==> src/rtl/counter_nb_mod.sv <==
//============================================================================
// Module   : counter_nb_mod
// Desc     : WIDTH-bit modulo-(MAX+1) counter (down STEP / down 1 / up 1 /
//            load D) with cascade input CI, terminal count TC, ZERO flag.
// Options  : COUNTER_NB_SATURATE_EN - saturate at boundaries instead of wrap
// Revision : 1.0 - initial release
//============================================================================
`default_nettype none

module counter_nb_mod #(
  parameter int WIDTH = 4,
  parameter int STEP  = 3,
  parameter int MAX   = (2**WIDTH)-1
) (
  input  logic             CLK,
  input  logic             RESET,
  input  logic             ENABLE,
  input  logic             CI,
  input  logic [1:0]       MODO,
  input  logic [WIDTH-1:0] D,
  output logic [WIDTH-1:0] Q,
  output logic             RCO,
  output logic             LOAD,
  output logic             TC,
  output logic             ZERO
);

  localparam logic [1:0] c_MODE_DN_STEP = 2'b00;
  localparam logic [1:0] c_MODE_DN_ONE  = 2'b01;
  localparam logic [1:0] c_MODE_UP      = 2'b10;
  localparam logic [1:0] c_MODE_LOAD    = 2'b11;

  // All arithmetic runs one bit wider than the count so nothing truncates.
  localparam logic [WIDTH:0] c_MAX_X  = MAX[WIDTH:0];
  localparam logic [WIDTH:0] c_STEP_X = STEP[WIDTH:0];
  localparam logic [WIDTH:0] c_ONE_X  = {{WIDTH{1'b0}}, 1'b1};
  localparam logic [WIDTH:0] c_ZERO_X = '0;

  logic [WIDTH-1:0] r_q;
  logic             r_rco;
  logic             r_load;
  logic             r_zero;

  logic [WIDTH:0]   w_q_x;
  logic [WIDTH:0]   w_d_x;
  logic [WIDTH:0]   w_load_x;
  logic             w_up_wrap;
  logic             w_dn1_wrap;
  logic             w_dns_wrap;
  logic [WIDTH:0]   w_up_wrap_x;
  logic [WIDTH:0]   w_dn1_wrap_x;
  logic [WIDTH:0]   w_dns_wrap_x;
  logic [WIDTH:0]   w_step_x;
  logic             w_step_wrap;
  logic [WIDTH:0]   w_q_nxt_x;
  logic             w_rco_nxt;
  logic             w_load_nxt;
  logic             w_zero_nxt;
  logic             w_boundary;

  assign w_q_x    = {1'b0, r_q};
  assign w_d_x    = {1'b0, D};
  assign w_load_x = (w_d_x > c_MAX_X) ? c_MAX_X : w_d_x;

  // Up treats an out-of-range Q as a wrap so a bad state self-recovers.
  assign w_up_wrap  = (w_q_x >= c_MAX_X);
  assign w_dn1_wrap = (w_q_x == c_ZERO_X);
  assign w_dns_wrap = (w_q_x < c_STEP_X);

`ifdef COUNTER_NB_SATURATE_EN
  assign w_up_wrap_x  = c_MAX_X;
  assign w_dn1_wrap_x = c_ZERO_X;
  assign w_dns_wrap_x = c_ZERO_X;
`else
  localparam logic [WIDTH:0] c_MOD_X = c_MAX_X + c_ONE_X;

  assign w_up_wrap_x  = c_ZERO_X;
  assign w_dn1_wrap_x = c_MAX_X;
  assign w_dns_wrap_x = w_q_x + c_MOD_X - c_STEP_X;
`endif

  always_comb begin
    w_step_x    = w_q_x;
    w_step_wrap = 1'b0;
    case (MODO)
      c_MODE_UP: begin
        w_step_wrap = w_up_wrap;
        w_step_x    = w_up_wrap ? w_up_wrap_x : (w_q_x + c_ONE_X);
      end
      c_MODE_DN_ONE: begin
        w_step_wrap = w_dn1_wrap;
        w_step_x    = w_dn1_wrap ? w_dn1_wrap_x : (w_q_x - c_ONE_X);
      end
      c_MODE_DN_STEP: begin
        w_step_wrap = w_dns_wrap;
        w_step_x    = w_dns_wrap ? w_dns_wrap_x : (w_q_x - c_STEP_X);
      end
      c_MODE_LOAD: begin
        w_step_wrap = 1'b0;
        w_step_x    = w_q_x;
      end
    endcase
  end

  // Load ignores CI; counting needs both ENABLE and CI.
  always_comb begin
    w_q_nxt_x  = w_q_x;
    w_rco_nxt  = 1'b0;
    w_load_nxt = 1'b0;
    if (ENABLE) begin
      if (MODO == c_MODE_LOAD) begin
        w_q_nxt_x  = w_load_x;
        w_load_nxt = 1'b1;
      end else if (CI) begin
        w_q_nxt_x = w_step_x;
        w_rco_nxt = w_step_wrap;
      end
    end
  end

  assign w_zero_nxt = (w_q_nxt_x == c_ZERO_X);

  always_ff @(posedge CLK or negedge RESET) begin
    if (!RESET) begin
      r_q    <= '0;
      r_rco  <= 1'b0;
      r_load <= 1'b0;
      r_zero <= 1'b1;
    end else begin
      r_q    <= w_q_nxt_x[WIDTH-1:0];
      r_rco  <= w_rco_nxt;
      r_load <= w_load_nxt;
      r_zero <= w_zero_nxt;
    end
  end

  // TC anticipates the wrapping edge so the next stage steps on that edge.
  always_comb begin
    w_boundary = 1'b0;
    case (MODO)
      c_MODE_UP:      w_boundary = (w_q_x == c_MAX_X);
      c_MODE_DN_ONE:  w_boundary = (w_q_x == c_ZERO_X);
      c_MODE_DN_STEP: w_boundary = (w_q_x < c_STEP_X);
      c_MODE_LOAD:    w_boundary = 1'b0;
    endcase
  end

  assign TC   = ENABLE & CI & w_boundary;
  assign Q    = r_q;
  assign RCO  = r_rco;
  assign LOAD = r_load;
  assign ZERO = r_zero;

endmodule

`default_nettype wire

==> config.mk <==
export PLATFORM = sky130hd
export DESIGN_NAME = counter_nb_mod
export DESIGN_NICKNAME = d
export VERILOG_FILES = /design/src/rtl/counter_nb_mod.sv
export SDC_FILE = /design/constraint.sdc
export NUM_CORES = 1
export LEC_CHECK = 0
export ABC_CLOCK_PERIOD_IN_PS = 3800
export CORE_MARGIN = 2
export CORE_UTILIZATION = 49
export DETAILED_ROUTE_END_ITERATION = 10
export GPL_TIMING_DRIVEN = 1
export PLACE_DENSITY_LB_ADDON = 0.12
export SLEW_MARGIN = 5
export SYNTH_ARGS = -nofsm -noshare
export SYNTH_HDL_FRONTEND = slang
export SYNTH_SLANG_ARGS = --single-unit
==> constraint.sdc <==
create_clock -name CLK -period 3.8 [get_ports CLK]
set_input_delay 0.57 -clock CLK [delete_from_list [all_inputs] [get_ports CLK]]
set_output_delay 0.57 -clock CLK [all_outputs]
set_load 0.01 [all_outputs]
== Word level (Yosys, flattened, before mapping) ==
Index checks and enable logic that the tools add are counted.

* $lt $le $gt $ge: 3
* Eq/ne operators: 4
* Shift-type cells: 0
* Multiply operators: 0
* Mux-type cells: 15
* Reductions and logical operators: 3
* Bitwise gates (word level): 2
* Add/sub/neg operators: 5
* Div/mod/pow operators: 0

{| class="wikitable"
|+ Operators by type and width
! cell !! count
|-
| 2-to-1 mux 5 bit || 6
|-
| case mux 5 bit (3 select lines) || 1
|-
| logical NOT 5 bit || 2
|-
| adder 4 x 1 -> 5 bit, second input constant || 1
|-
| adder 4 x 5 -> 5 bit, second input constant || 1
|-
| 2-to-1 mux 1 bit || 5
|-
| subtractor 4 x 1 -> 5 bit, second input constant || 1
|-
| subtractor 4 x 2 -> 5 bit, second input constant || 1
|-
| subtractor 5 x 2 -> 5 bit, second input constant || 1
|-
| equality test 2 bit, second input constant || 2
|-
| equality test 4 bit, second input constant || 1
|-
| >= comparator 4 bit, second input constant || 1
|-
| > comparator 4 bit, second input constant || 1
|-
| less-than comparator 4 x 2 -> 1 bit, second input constant || 1
|-
| 2-to-1 mux 4 bit || 1
|-
| case mux 1 bit (4 select lines) || 1
|-
| case mux 1 bit (3 select lines) || 1
|-
| AND 1 bit || 2
|-
| equality test 2 x 1 -> 1 bit, second input constant || 1
|-
| logical NOT 2 bit || 1
|}

* Input port bits: 10
* Output and inout port bits: 8
* Bits in latches: 0
* Logic and storage cells: 36
* Memories: 0
* Register bits after elaboration: 7
* Bits in writable memories: 0
* Bits in read-only memories: 0

== Depth between registers and ports, before layout ==
Gate-level depths: netlist of run 1.

* Word-level depth: 8
* Gate-level depth with buffers: 7
* Gate-level depth less buffers: 7

== Least setup slack after synthesis of run 1 ==
Ideal clock, no wire load.

* Path type: register -> output
* Start point: reg r_q[0], in the netlist Q[0]
* End point: out TC
* Arrival: 1.451 ns
* Path buffers: 0
* Path slack: 1.779 ns
* Data required time: 3.230 ns
* Stages on the path, launching flop included: 7
* Cells stage by stage: dfrtp_1 -> inv_1 -> ha_1 -> and3b_2 -> nand2_1 -> o21ai_1 -> nor3b_1

* Word-level cells in the longest chain between the ends: 3
* Elaborated cells on any way between the ends: 5
* Those cells by class: 1 x order compare; 1 x eq/ne; 1 x mux; 1 x bitwise; 1 x reduce/logical

{| class="wikitable"
|+ Ends and longest elaborated chain
! what !! line !! RTL
|-
| start, declared || 39 || <nowiki>logic [WIDTH-1:0] r_q;</nowiki>
|-
| start signal, assigned || 130 || <nowiki>r_q <= w_q_nxt_x[WIDTH-1:0];</nowiki>
|-
| less-than comparator 4 x 2 -> 1 bit, or another cell as far along || 143 || <nowiki>c_MODE_DN_STEP: w_boundary = (w_q_x < c_STEP_X);</nowiki>
|-
| case mux 1 bit (4 select lines) * || 140 || <nowiki>case (MODO)</nowiki>
|-
| AND 1 bit * || 148 || <nowiki>assign TC = ENABLE & CI & w_boundary;</nowiki>
|-
| end, declared || 24 || <nowiki>output logic TC,</nowiki>
|}

Every way passes the cells marked *; elsewhere a longest branch is shown, timed or not.

== Worst setup path in the final report of run 1 ==
* Start point: in MODO[0]
* End point: out TC

* Word-level cells in the longest chain between the ends: 3
* Elaborated cells on any way between the ends: 6
* Those cells by class: 3 x eq/ne; 1 x mux; 1 x bitwise; 1 x reduce/logical

{| class="wikitable"
|+ Ends and longest elaborated chain
! what !! line !! RTL
|-
| start, declared || 19 || <nowiki>input logic [1:0] MODO,</nowiki>
|-
| equality test 2 bit, or another cell as far along || 140 ||
|-
| case mux 1 bit (4 select lines) * || 140 ||
|-
| AND 1 bit * || 148 ||
|}

Marked as above.

==> results of run 1 <==
## worst paths after layout
path	slack [ns]	start	end
hold / removal	0.57	RESET	Q[1]$_DFF_PN0_
hold reg to reg	0.73	Q[1]$_DFF_PN0_	Q[1]$_DFF_PN0_
setup / recovery	0.70	MODO[0]	TC
min in group CLK	0.73	Q[1]$_DFF_PN0_	Q[1]$_DFF_PN0_
setup reg to reg	1.76	Q[0]$_DFF_PN0_	ZERO$_DFF_PN1_
max in group asynchronous	2.95	RESET	ZERO$_DFF_PN1_
## flip-flops by register name, summed over array words and instances, names as in the netlist
signal and flops:
RCO 1, LOAD 1, ZERO 1, Q 4
## cell type report
cell class	instances	area share
Tap cell	15	0.02322
Clock buffer	4	0.03251
Multi-Input combinational cell	57	0.4954
Sequential cell	7	0.2183
Timing Repair Buffer	17	0.2105
Inverter	4	0.02012
## synthesized netlist by cell type, drive strengths merged
master and instances:
buf 6, o32ai 1, dfrtp 6, and2 1, a211oi 1, o221ai 1
o31ai 1, o21ai 4, nor4 2, nor3b 4, nand2 9, a31o 1
clkinv 1, nor4b 1, nor2b 1, dfstp 1, a311oi 1, nor3 1
mux2i 1, and3b 1, a21o 1, a41o 1, nor2 4, nand4b 1
ha 2, a31oi 3, inv 3, xnor2 1, a21boi 1, or2b 1
o31a 1, a21oi 3, o22ai 2, nand3 4, o211ai 1
## critical path, stage by stage
cell and delay (ns):
sky130_fd_sc_hd__clkdlybuf4s50_1 0.75, sky130_fd_sc_hd__and3b_2 0.29, sky130_fd_sc_hd__nand2_1 0.07, sky130_fd_sc_hd__o21ai_1 0.10, sky130_fd_sc_hd__nor3b_1 0.19, sky130_fd_sc_hd__clkdlybuf4s50_1 0.56
## report_power, final
part           total (W)  internal (W)  switching [W]
combinational   0.000153     0.0000816      0.0000713
clock          0.0000650     0.0000399      0.0000251
sequential      0.000122     0.0000886      0.0000335
total           0.000340      0.000210       0.000130
## kinds of logic (layout without fill, tap and decap cells)
group,after synthesis,in the layout,synth area share
AND/OR/NAND/NOR,30,30,0.2727
AO/OA/AOI/OAI,23,23,0.2785
buffers and inverters,10,25,0.1083
flip-flops,7,7,0.2727
adder cells (fa/ha/maj),2,2,0.03868
XOR/XNOR,1,1,0.01354
multiplexers,1,1,0.01547
## per-layer routing
layer | global-route usage | wire length [um]
met5 | 0 | 0
met3 | 0.06667 | 83
met4 | 0 | 0
met1 | 0.2765 | 679
met2 | 0.3571 | 697
## metrics by stage
| stage | area (um2) | hold WS (ns) | worst slack (ns) | instances | util |
|---|---|---|---|---|---|
| 2_1_floorplan | 646.9 | 0.2744 | 1.779 | 74 | - |
| 3_3_place_gp | 782.0 | 0.7190 | 0.7564 | 100 | 0.6164 |
| 3_5_place_dp | 782.0 | 0.7184 | 0.7233 | 100 | 0.6164 |
| 4_1_cts | 808.3 | 0.5752 | 0.7145 | 104 | 0.6371 |
| 5_1_grt | 808.3 | 0.5960 | 0.5588 | 104 | 0.6371 |
| 6_report | 808.3 | 0.5724 | 0.7043 | 104 | 0.6371 |
==> report_table.html, run 1 <==
<table>
<tr><th>Metric</th><th>Value</th></tr>
<tr><th colspan="2">Cells and area</th></tr>
<tr><td>Commonest cells after routing, fill and taps aside</td><td>sky130_fd_sc_hd__clkdlybuf4s50_1 (17), sky130_fd_sc_hd__nand2_1 (9), sky130_fd_sc_hd__dfrtp_1 (6)</td></tr>
<tr><td>Layout area overhead</td><td>24.95%</td></tr>
<tr><td>Reg area</td><td>176.4 um2</td></tr>
<tr><td>Share of post-route cells with drive strength above 1</td><td>0.1685</td></tr>
<tr><td>Number of antenna cells inserted</td><td>0</td></tr>
<tr><td>Commonest non-fill, non-tap cell in the layout</td><td>sky130_fd_sc_hd__clkdlybuf4s50_1</td></tr>
<tr><td>Final net count</td><td>about 100</td></tr>
<tr><td>Multi-input combinational cell area</td><td>400.4 um2</td></tr>
<tr><td>Filler Cell Count</td><td>around 110</td></tr>
<tr><th colspan="2">Synthesis</th></tr>
<tr><td>Summed instance area of the synthesized netlist</td><td>roughly 650 um2</td></tr>
<tr><td>Synth unique cells</td><td>40</td></tr>
<tr><td>Flip-flop and latch count after synthesis</td><td>7</td></tr>
<tr><td>Sequential-to-total area share from yosys stat</td><td>0.2727</td></tr>
<tr><td>Area fraction of the dominant cell type after synthesis</td><td>0.2321</td></tr>
<tr><td>Total of warnings raised by yosys</td><td>0</td></tr>
<tr><td>Synthesized net count</td><td>86</td></tr>
<tr><td>Number of standard cells after synthesis</td><td>between 70 and 80</td></tr>
<tr><td>Biggest area contributors in the synthesized netlist</td><td>sky130_fd_sc_hd__dfrtp_1 (23%), sky130_fd_sc_hd__nand2_1 (5.2%), sky130_fd_sc_hd__buf_6 (5.2%), sky130_fd_sc_hd__nor3b_1 (4.6%), sky130_fd_sc_hd__dfstp_2 (4.1%)</td></tr>
<tr><td>Dominant cell type by area after synthesis</td><td>sky130_fd_sc_hd__dfrtp_1</td></tr>
<tr><td>Post-Synthesis Mean Instance Area</td><td>a little under 9 um2</td></tr>
<tr><th colspan="2">Clock network</th></tr>
<tr><td>CTS Hold Bufs</td><td>0</td></tr>
<tr><td>Clock Tree Buf Depth</td><td>2</td></tr>
<tr><td>Clock Latency Late Sink</td><td>0.25 ns</td></tr>
<tr><td>Clock tree from TritonCTS</td><td>built</td></tr>
<tr><td>TritonCTS sink count</td><td>7</td></tr>
<tr><td>Number of instances resized during post-cts repair</td><td>0</td></tr>
<tr><td>Postcts setup bufs</td><td>0</td></tr>
<tr><td>Clock transition at the registers of the reported paths</td><td>roughly 0.050 ns</td></tr>
<tr><td>Max H-tree Level</td><td>1</td></tr>
<tr><td>CTS Buf Count</td><td>3</td></tr>
<tr><td>Buffer cell driving the clock tree root</td><td>sky130_fd_sc_hd__clkbuf_4</td></tr>
<tr><th colspan="2">Routing</th></tr>
<tr><td>Iteration-0 DRC Markers</td><td>11</td></tr>
<tr><td>First-pass detailed-route iteration total</td><td>4</td></tr>
<tr><td>Via count</td><td>630</td></tr>
<tr><td>Via-to-Cell Ratio</td><td>6.058</td></tr>
<tr><td>Total DRC errors in the routed layout</td><td>0</td></tr>
<tr><td>Aggregate routed wire length</td><td>1.460 mm</td></tr>
<tr><td>WL per Instance</td><td>~14 um</td></tr>
<tr><td>Number of nets with antenna violations after detailed routing</td><td>0</td></tr>
<tr><th colspan="2">Timing</th></tr>
<tr><td>Max Transition Viols Final</td><td>0</td></tr>
<tr><td>Min Tclk post-route</td><td>3.096 ns</td></tr>
<tr><td>Finish-stage setup viols</td><td>0</td></tr>
<tr><td>Count of final hold-check violations</td><td>0</td></tr>
<tr><td>RSZ-0062 raised after global routing</td><td>no</td></tr>
<tr><td>Max Freq</td><td>0.3230 GHz</td></tr>
<tr><td>Post-Route Skew</td><td>0.006872 ns</td></tr>
<tr><td>Crit share post-route</td><td>0.8147</td></tr>
<tr><td>Slew of the pin with the lowest slew margin</td><td>around 0.45 ns</td></tr>
<tr><td>Setup_tns</td><td>0 ns</td></tr>
<tr><td>Worst slew slack as a fraction of its limit</td><td>0.6995</td></tr>
<tr><th colspan="2">Die</th></tr>
<tr><td>Placeable core region</td><td>around 1300 um2</td></tr>
<tr><td>X dimension of the die</td><td>between 40 and 50 um</td></tr>
<tr><td>Initial standard-cell utilization of the core</td><td>0.5099</td></tr>
<tr><td>Placement Rows</td><td>13</td></tr>
<tr><td>Die footprint</td><td>between 1500 and 2000 um2</td></tr>
<tr><td>Io pins</td><td>18</td></tr>
<tr><td>Die boundary height</td><td>between 40 and 50 um</td></tr>
<tr><th colspan="2">GRT</th></tr>
<tr><td>Antenna violations before repair</td><td>0</td></tr>
<tr><td>Total congestion overflow</td><td>0</td></tr>
<tr><td>Overall Global Routing Usage</td><td>0.2106</td></tr>
<tr><td>Global-route wire length before repair</td><td>about 2.3 mm</td></tr>
<tr><td>Maximum number of pins on one net before global-route repair</td><td>15</td></tr>
<tr><td>Vias in the first global route</td><td>529</td></tr>
<tr><th colspan="2">Placement</th></tr>
<tr><td>Global placement routability congestion</td><td>between 0.8 and 0.9</td></tr>
<tr><td>Count of input and output buffers</td><td>17</td></tr>
<tr><td>Post-DP HPWL</td><td>~1.1 mm</td></tr>
<tr><th colspan="2">Critical path</th></tr>
<tr><td>Type of the worst setup path</td><td>in2out</td></tr>
<tr><td>Required time of the critical path</td><td>3.23 ns</td></tr>
<tr><td>Category of the worst setup path launch point</td><td>input pin</td></tr>
<tr><td>Worst-path maximum fanout</td><td>13</td></tr>
<tr><td>Data arrival at the endpoint of the critical path</td><td>between 2 and 3 ns</td></tr>
<tr><td>Crit path capture type</td><td>output pin</td></tr>
<tr><td>Cells on worst reg2reg path</td><td>7</td></tr>
<tr><th colspan="2">Hold path</th></tr>
<tr><td>Worst hold path type</td><td>in2async</td></tr>
<tr><th colspan="2">Status</th></tr>
<tr><td>Outcome</td><td>completed</td></tr>
<tr><th colspan="2">Power and ir drop</th></tr>
<tr><td>Post-route total power</td><td>0.0003400 W</td></tr>
<tr><td>Leakage Power</td><td>between 0.3 and 0.4 nW</td></tr>
<tr><td>Worst-case vdd ir drop</td><td>around 0.33 mV</td></tr>
<tr><td>Total power density per cell area</td><td>420.6 nW/um2</td></tr>
<tr><th colspan="2">Job</th></tr>
<tr><td>Max cap viols</td><td>0</td></tr>
</table>
(Power assumes the default switching activity.)
==> inputs of run 2 (changes only) <==
--- a/config.mk
+++ b/config.mk
@@ -5,9 +5,9 @@
 export SDC_FILE = /design/constraint.sdc
 export NUM_CORES = 1
 export LEC_CHECK = 0
-export ABC_CLOCK_PERIOD_IN_PS = 3800
+export ABC_CLOCK_PERIOD_IN_PS = 2600
 export CORE_MARGIN = 2
-export CORE_UTILIZATION = 49
+export CORE_UTILIZATION = 41
 export DETAILED_ROUTE_END_ITERATION = 10
 export GPL_TIMING_DRIVEN = 1
 export PLACE_DENSITY_LB_ADDON = 0.12
==> constraint.sdc (replaced) <==
create_clock -name CLK -period 2.6 [get_ports CLK]
set_input_delay 0.39 -clock CLK [delete_from_list [all_inputs] [get_ports CLK]]
set_output_delay 0.39 -clock CLK [all_outputs]
set_load 0.01 [all_outputs]
==> run 2 against run 1 <==
Global-route usage decreased by 3.5 points. Critical path depth increased by 1. Routed wire length decreased by 1.2%. Clock power increased by 44%. Utilization decreased by 5.1 points. Sequential share of layout area decreased by 1.5 points. Worst hold slack got worse by 0.17 ns. Final cell count increased by 8.7%. Non-clock buffer count increased by 8. First-iteration DRC count increased by 36%. Register-to-register slack got worse by 1.1 ns. Worst setup slack got worse by 0.22 ns. Critical path type is now reg2out.
==> report_table.html, run 2 (synthesized netlist as in run 1, its figures left out) <==
<table>
<tr><th>Metric</th><th>Value</th></tr>
<tr><th colspan="2">Status</th></tr>
<tr><td>Outcome</td><td>completed</td></tr>
<tr><th colspan="2">Critical path</th></tr>
<tr><td>Number of buffer and inverter stages on the critical path</td><td>2 (unchanged)</td></tr>
<tr><td>Category of the worst setup path launch point</td><td>flop</td></tr>
<tr><td>Worst-path maximum fanout</td><td>8 (-5)</td></tr>
<tr><td>Family with the most delay on the worst path</td><td>simple AND/OR/NAND/NOR gates</td></tr>
<tr><td>Worst r2r dst</td><td>ZERO$_DFF_PN1_</td></tr>
<tr><td>Worst setup slack for register-to-register paths</td><td>0.65 ns (-1.11 ns)</td></tr>
<tr><td>Crit path capture type</td><td>output pin</td></tr>
<tr><td>Data arrival at the endpoint of the critical path</td><td>1.73 ns (-0.80 ns)</td></tr>
<tr><td>Ordered cell list for the critical path</td><td>inv_1, ha_1, and3b_2, nand2_1, o21ai_1, nor3b_1, dlymetal6s2s_1</td></tr>
<tr><td>Startpoint of the worst register-to-register path</td><td>Q[0]$_DFF_PN0_</td></tr>
<tr><td>Required time of the critical path</td><td>2.21 ns (-1.02 ns)</td></tr>
<tr><td>Critical path's slowest cell</td><td>sky130_fd_sc_hd__dfrtp_2</td></tr>
<tr><td>Type of the worst setup path</td><td>reg2out</td></tr>
<tr><td>Cells on worst reg2reg path</td><td>7 (unchanged)</td></tr>
<tr><td>Crit-path max cell delay</td><td>0.46 ns (-0.29 ns)</td></tr>
<tr><th colspan="2">Routing</th></tr>
<tr><td>Via-to-Cell Ratio</td><td>5.770 (-4.8%)</td></tr>
<tr><td>Aggregate routed wire length</td><td>1.443 mm (-1.2%)</td></tr>
<tr><td>First-pass detailed-route iteration total</td><td>4 (unchanged)</td></tr>
<tr><td>Number of nets with antenna violations after detailed routing</td><td>0 (unchanged)</td></tr>
<tr><td>Via count</td><td>652 (+3.5%)</td></tr>
<tr><td>WL per Instance</td><td>12.77 um (-9.0%)</td></tr>
<tr><td>Total DRC errors in the routed layout</td><td>0 (unchanged)</td></tr>
<tr><td>Iteration-0 DRC Markers</td><td>15 (+4)</td></tr>
<tr><th colspan="2">Timing</th></tr>
<tr><td>Worst slew slack as a fraction of its limit</td><td>0.7731 (+0.07358)</td></tr>
<tr><td>Finish-stage setup viols</td><td>0 (unchanged)</td></tr>
<tr><td>Slew of the pin with the lowest slew margin</td><td>0.3381 ns (-0.1113 ns)</td></tr>
<tr><td>Count of final hold-check violations</td><td>0 (unchanged)</td></tr>
<tr><td>Setup_tns</td><td>0 ns (unchanged)</td></tr>
<tr><td>Max Transition Viols Final</td><td>0 (unchanged)</td></tr>
<tr><td>Crit share post-route</td><td>0.8149</td></tr>
<tr><td>Post-Route Skew</td><td>0.002240 ns (-0.004631 ns)</td></tr>
<tr><td>RSZ-0062 raised after global routing</td><td>no</td></tr>
<tr><td>Min Tclk post-route</td><td>2.119 ns</td></tr>
<tr><td>Max Freq</td><td>around 0.47 GHz</td></tr>
<tr><th colspan="2">Power and ir drop</th></tr>
<tr><td>Net switching fraction of the power</td><td>0.3654 (-0.01666)</td></tr>
<tr><td>Leakage Power</td><td>0.3784 nW (+17%)</td></tr>
<tr><td>Post-route total power</td><td>0.0005163 W (+52%)</td></tr>
<tr><td>Total power density per cell area</td><td>591.2 nW/um2 (+41%)</td></tr>
<tr><td>Logic gate share of total power</td><td>0.525 (+0.075)</td></tr>
<tr><td>Part of the power in the clock network</td><td>0.181 (-0.010)</td></tr>
<tr><td>Switching Power</td><td>0.0001887 W (+45%)</td></tr>
<tr><td>Worst-case vdd ir drop</td><td>0.4829 mV (+45%)</td></tr>
<tr><td>Reg power frac</td><td>0.293 (-0.066)</td></tr>
<tr><td>Int Power</td><td>0.0003277 W (+56%)</td></tr>
<tr><th colspan="2">Cells and area</th></tr>
<tr><td>Number of antenna cells inserted</td><td>0 (unchanged)</td></tr>
<tr><td>Final cell area excluding filler cells</td><td>873.3 um2 (+8.0%)</td></tr>
<tr><td>Flip-flop count of the largest register, all copies and words added</td><td>4 (unchanged)</td></tr>
<tr><td>Share of post-route cells with drive strength above 1</td><td>0.2474 (+0.07888)</td></tr>
<tr><td>Commonest cells after routing, fill and taps aside</td><td>sky130_fd_sc_hd__clkdlybuf4s50_1 (16), sky130_fd_sc_hd__nand2_1 (9), sky130_fd_sc_hd__buf_4 (8)</td></tr>
<tr><td>Layout area overhead</td><td>35.01%</td></tr>
<tr><td>Final net count</td><td>110 (+7.8%)</td></tr>
<tr><td>Commonest non-fill, non-tap cell in the layout</td><td>sky130_fd_sc_hd__clkdlybuf4s50_1</td></tr>
<tr><td>Final standard cell count with taps included and fillers excluded</td><td>113 (+8.7%)</td></tr>
<tr><th colspan="2">Clock network</th></tr>
<tr><td>CTS Buf Count</td><td>3 (unchanged)</td></tr>
<tr><td>Postcts setup bufs</td><td>0 (unchanged)</td></tr>
<tr><td>Buffer cell driving the clock tree root</td><td>sky130_fd_sc_hd__clkbuf_4</td></tr>
<tr><td>Clock Latency Late Sink</td><td>0.24 ns (about the same)</td></tr>
<tr><td>Clock Tree Buf Depth</td><td>2 (unchanged)</td></tr>
<tr><td>TritonCTS sink count</td><td>7 (unchanged)</td></tr>
<tr><td>Max H-tree Level</td><td>1 (unchanged)</td></tr>
<tr><td>Clock transition at the registers of the reported paths</td><td>0.05 ns (about the same)</td></tr>
<tr><td>Clock tree from TritonCTS</td><td>built</td></tr>
<tr><th colspan="2">GRT</th></tr>
<tr><td>Vias in the first global route</td><td>556 (+5.1%)</td></tr>
<tr><td>Maximum number of pins on one net before global-route repair</td><td>13 (-2)</td></tr>
<tr><td>Overall Global Routing Usage</td><td>0.1760 (-0.03462)</td></tr>
<tr><td>Antenna violations before repair</td><td>0 (unchanged)</td></tr>
<tr><td>Total congestion overflow</td><td>0 (unchanged)</td></tr>
<tr><td>Global-route wire length before repair</td><td>2.539 mm (+12%)</td></tr>
<tr><th colspan="2">Die</th></tr>
<tr><td>Die footprint</td><td>1911 um2 (+17%)</td></tr>
<tr><td>Initial standard-cell utilization of the core</td><td>0.4345 (-0.07541)</td></tr>
<tr><td>Placeable core region</td><td>1489 um2 (+17%)</td></tr>
<tr><td>X dimension of the die</td><td>43.72 um (+8.4%)</td></tr>
<tr><td>Io pins</td><td>18 (unchanged)</td></tr>
<tr><td>Die boundary height</td><td>43.72 um (+8.4%)</td></tr>
<tr><td>Placement Rows</td><td>14 (+1)</td></tr>
<tr><th colspan="2">Placement</th></tr>
<tr><td>Global placement routability congestion</td><td>0.8458 (-4.3%)</td></tr>
<tr><td>Count of input and output buffers</td><td>17 (unchanged)</td></tr>
<tr><td>Post-DP HPWL</td><td>1.178 mm (+8.0%)</td></tr>
<tr><td>Placement-stage cell area</td><td>843.3 um2 (+7.8%)</td></tr>
<tr><td>Number of placed instances, taps included</td><td>109 (+9.0%)</td></tr>
<tr><th colspan="2">Job</th></tr>
<tr><td>Max cap viols</td><td>0 (unchanged)</td></tr>
<tr><th colspan="2">Hold path</th></tr>
<tr><td>Worst hold path type</td><td>in2async</td></tr>
</table>
==> run 2: cell types whose count changed in the layout (fill, tap and decap cells not counted), sizes merged <==
cell / change
buf: +8
clkdlybuf4s50: -1
dlymetal6s2s: +1
==> run 2: worst max-delay path by stage <==
stage                               from             end  slack [ns]  cells past startpoint
final                     Q[1]$_DFF_PN0_              TC        0.48                      7
after global placement           MODO[1]              TC        0.17                      6
after global routing      Q[1]$_DFF_PN0_              TC        0.34                      7
after floorplan           Q[0]$_DFF_PN0_  ZERO$_DFF_PN1_        0.75                      7
after CTS                 Q[1]$_DFF_PN0_              TC        0.04                      7
after detailed placement         MODO[1]              TC        0.17                      6
==> run 2: through the flow <==
stage,hold slack [ns],util,setup slack (ns)
2_1_floorplan,0.09441,-,0.7482
3_3_place_gp,0.6657,0.5664,0.1732
3_5_place_dp,0.6669,0.5664,0.1684
4_1_cts,0.4023,0.5840,0.03545
5_1_grt,0.4103,0.5866,0.3417
6_report,0.4006,0.5866,0.4813
==> run 2: routing by layer <==
layer | global-route usage | up-vias | routed length (um)
li1 | - | 324 | -
met1 | 0.2675 | 304 | 696
met2 | 0.2559 | 24 | 664
met3 | 0.05000 | 0 | 82
met4 | 0.01818 | 0 | 0
met5 | 0 | - | 0
==> run 2: layout make-up <==
type | count | area (um2)
Fill cell | 145 | 615.6
Timing Repair Buffer | 25 | 232.7
Multi-Input combinational cell | 57 | 400.4
Sequential cell | 7 | 177.7
Inverter | 4 | 16.27
Tap cell | 16 | 20.02
Clock buffer | 4 | 26.28
==> run 2: power by group through the flow <==
stage	clock, W	sequential, W	combinational [W]
floorplan	0	0.000163	0.000170
global placement	0	0.000152	0.000270
detailed placement	0	0.000152	0.000272
CTS	0.000100	0.000150	0.000273
global route	0.000110	0.000153	0.000299
finish	0.0000935	0.000152	0.000271
==> run 2: repair_timing <==
item,4_1_cts,5_1_grt
hold buffers,0,0
setup endpoints to repair,0,1
resized for setup,0,2
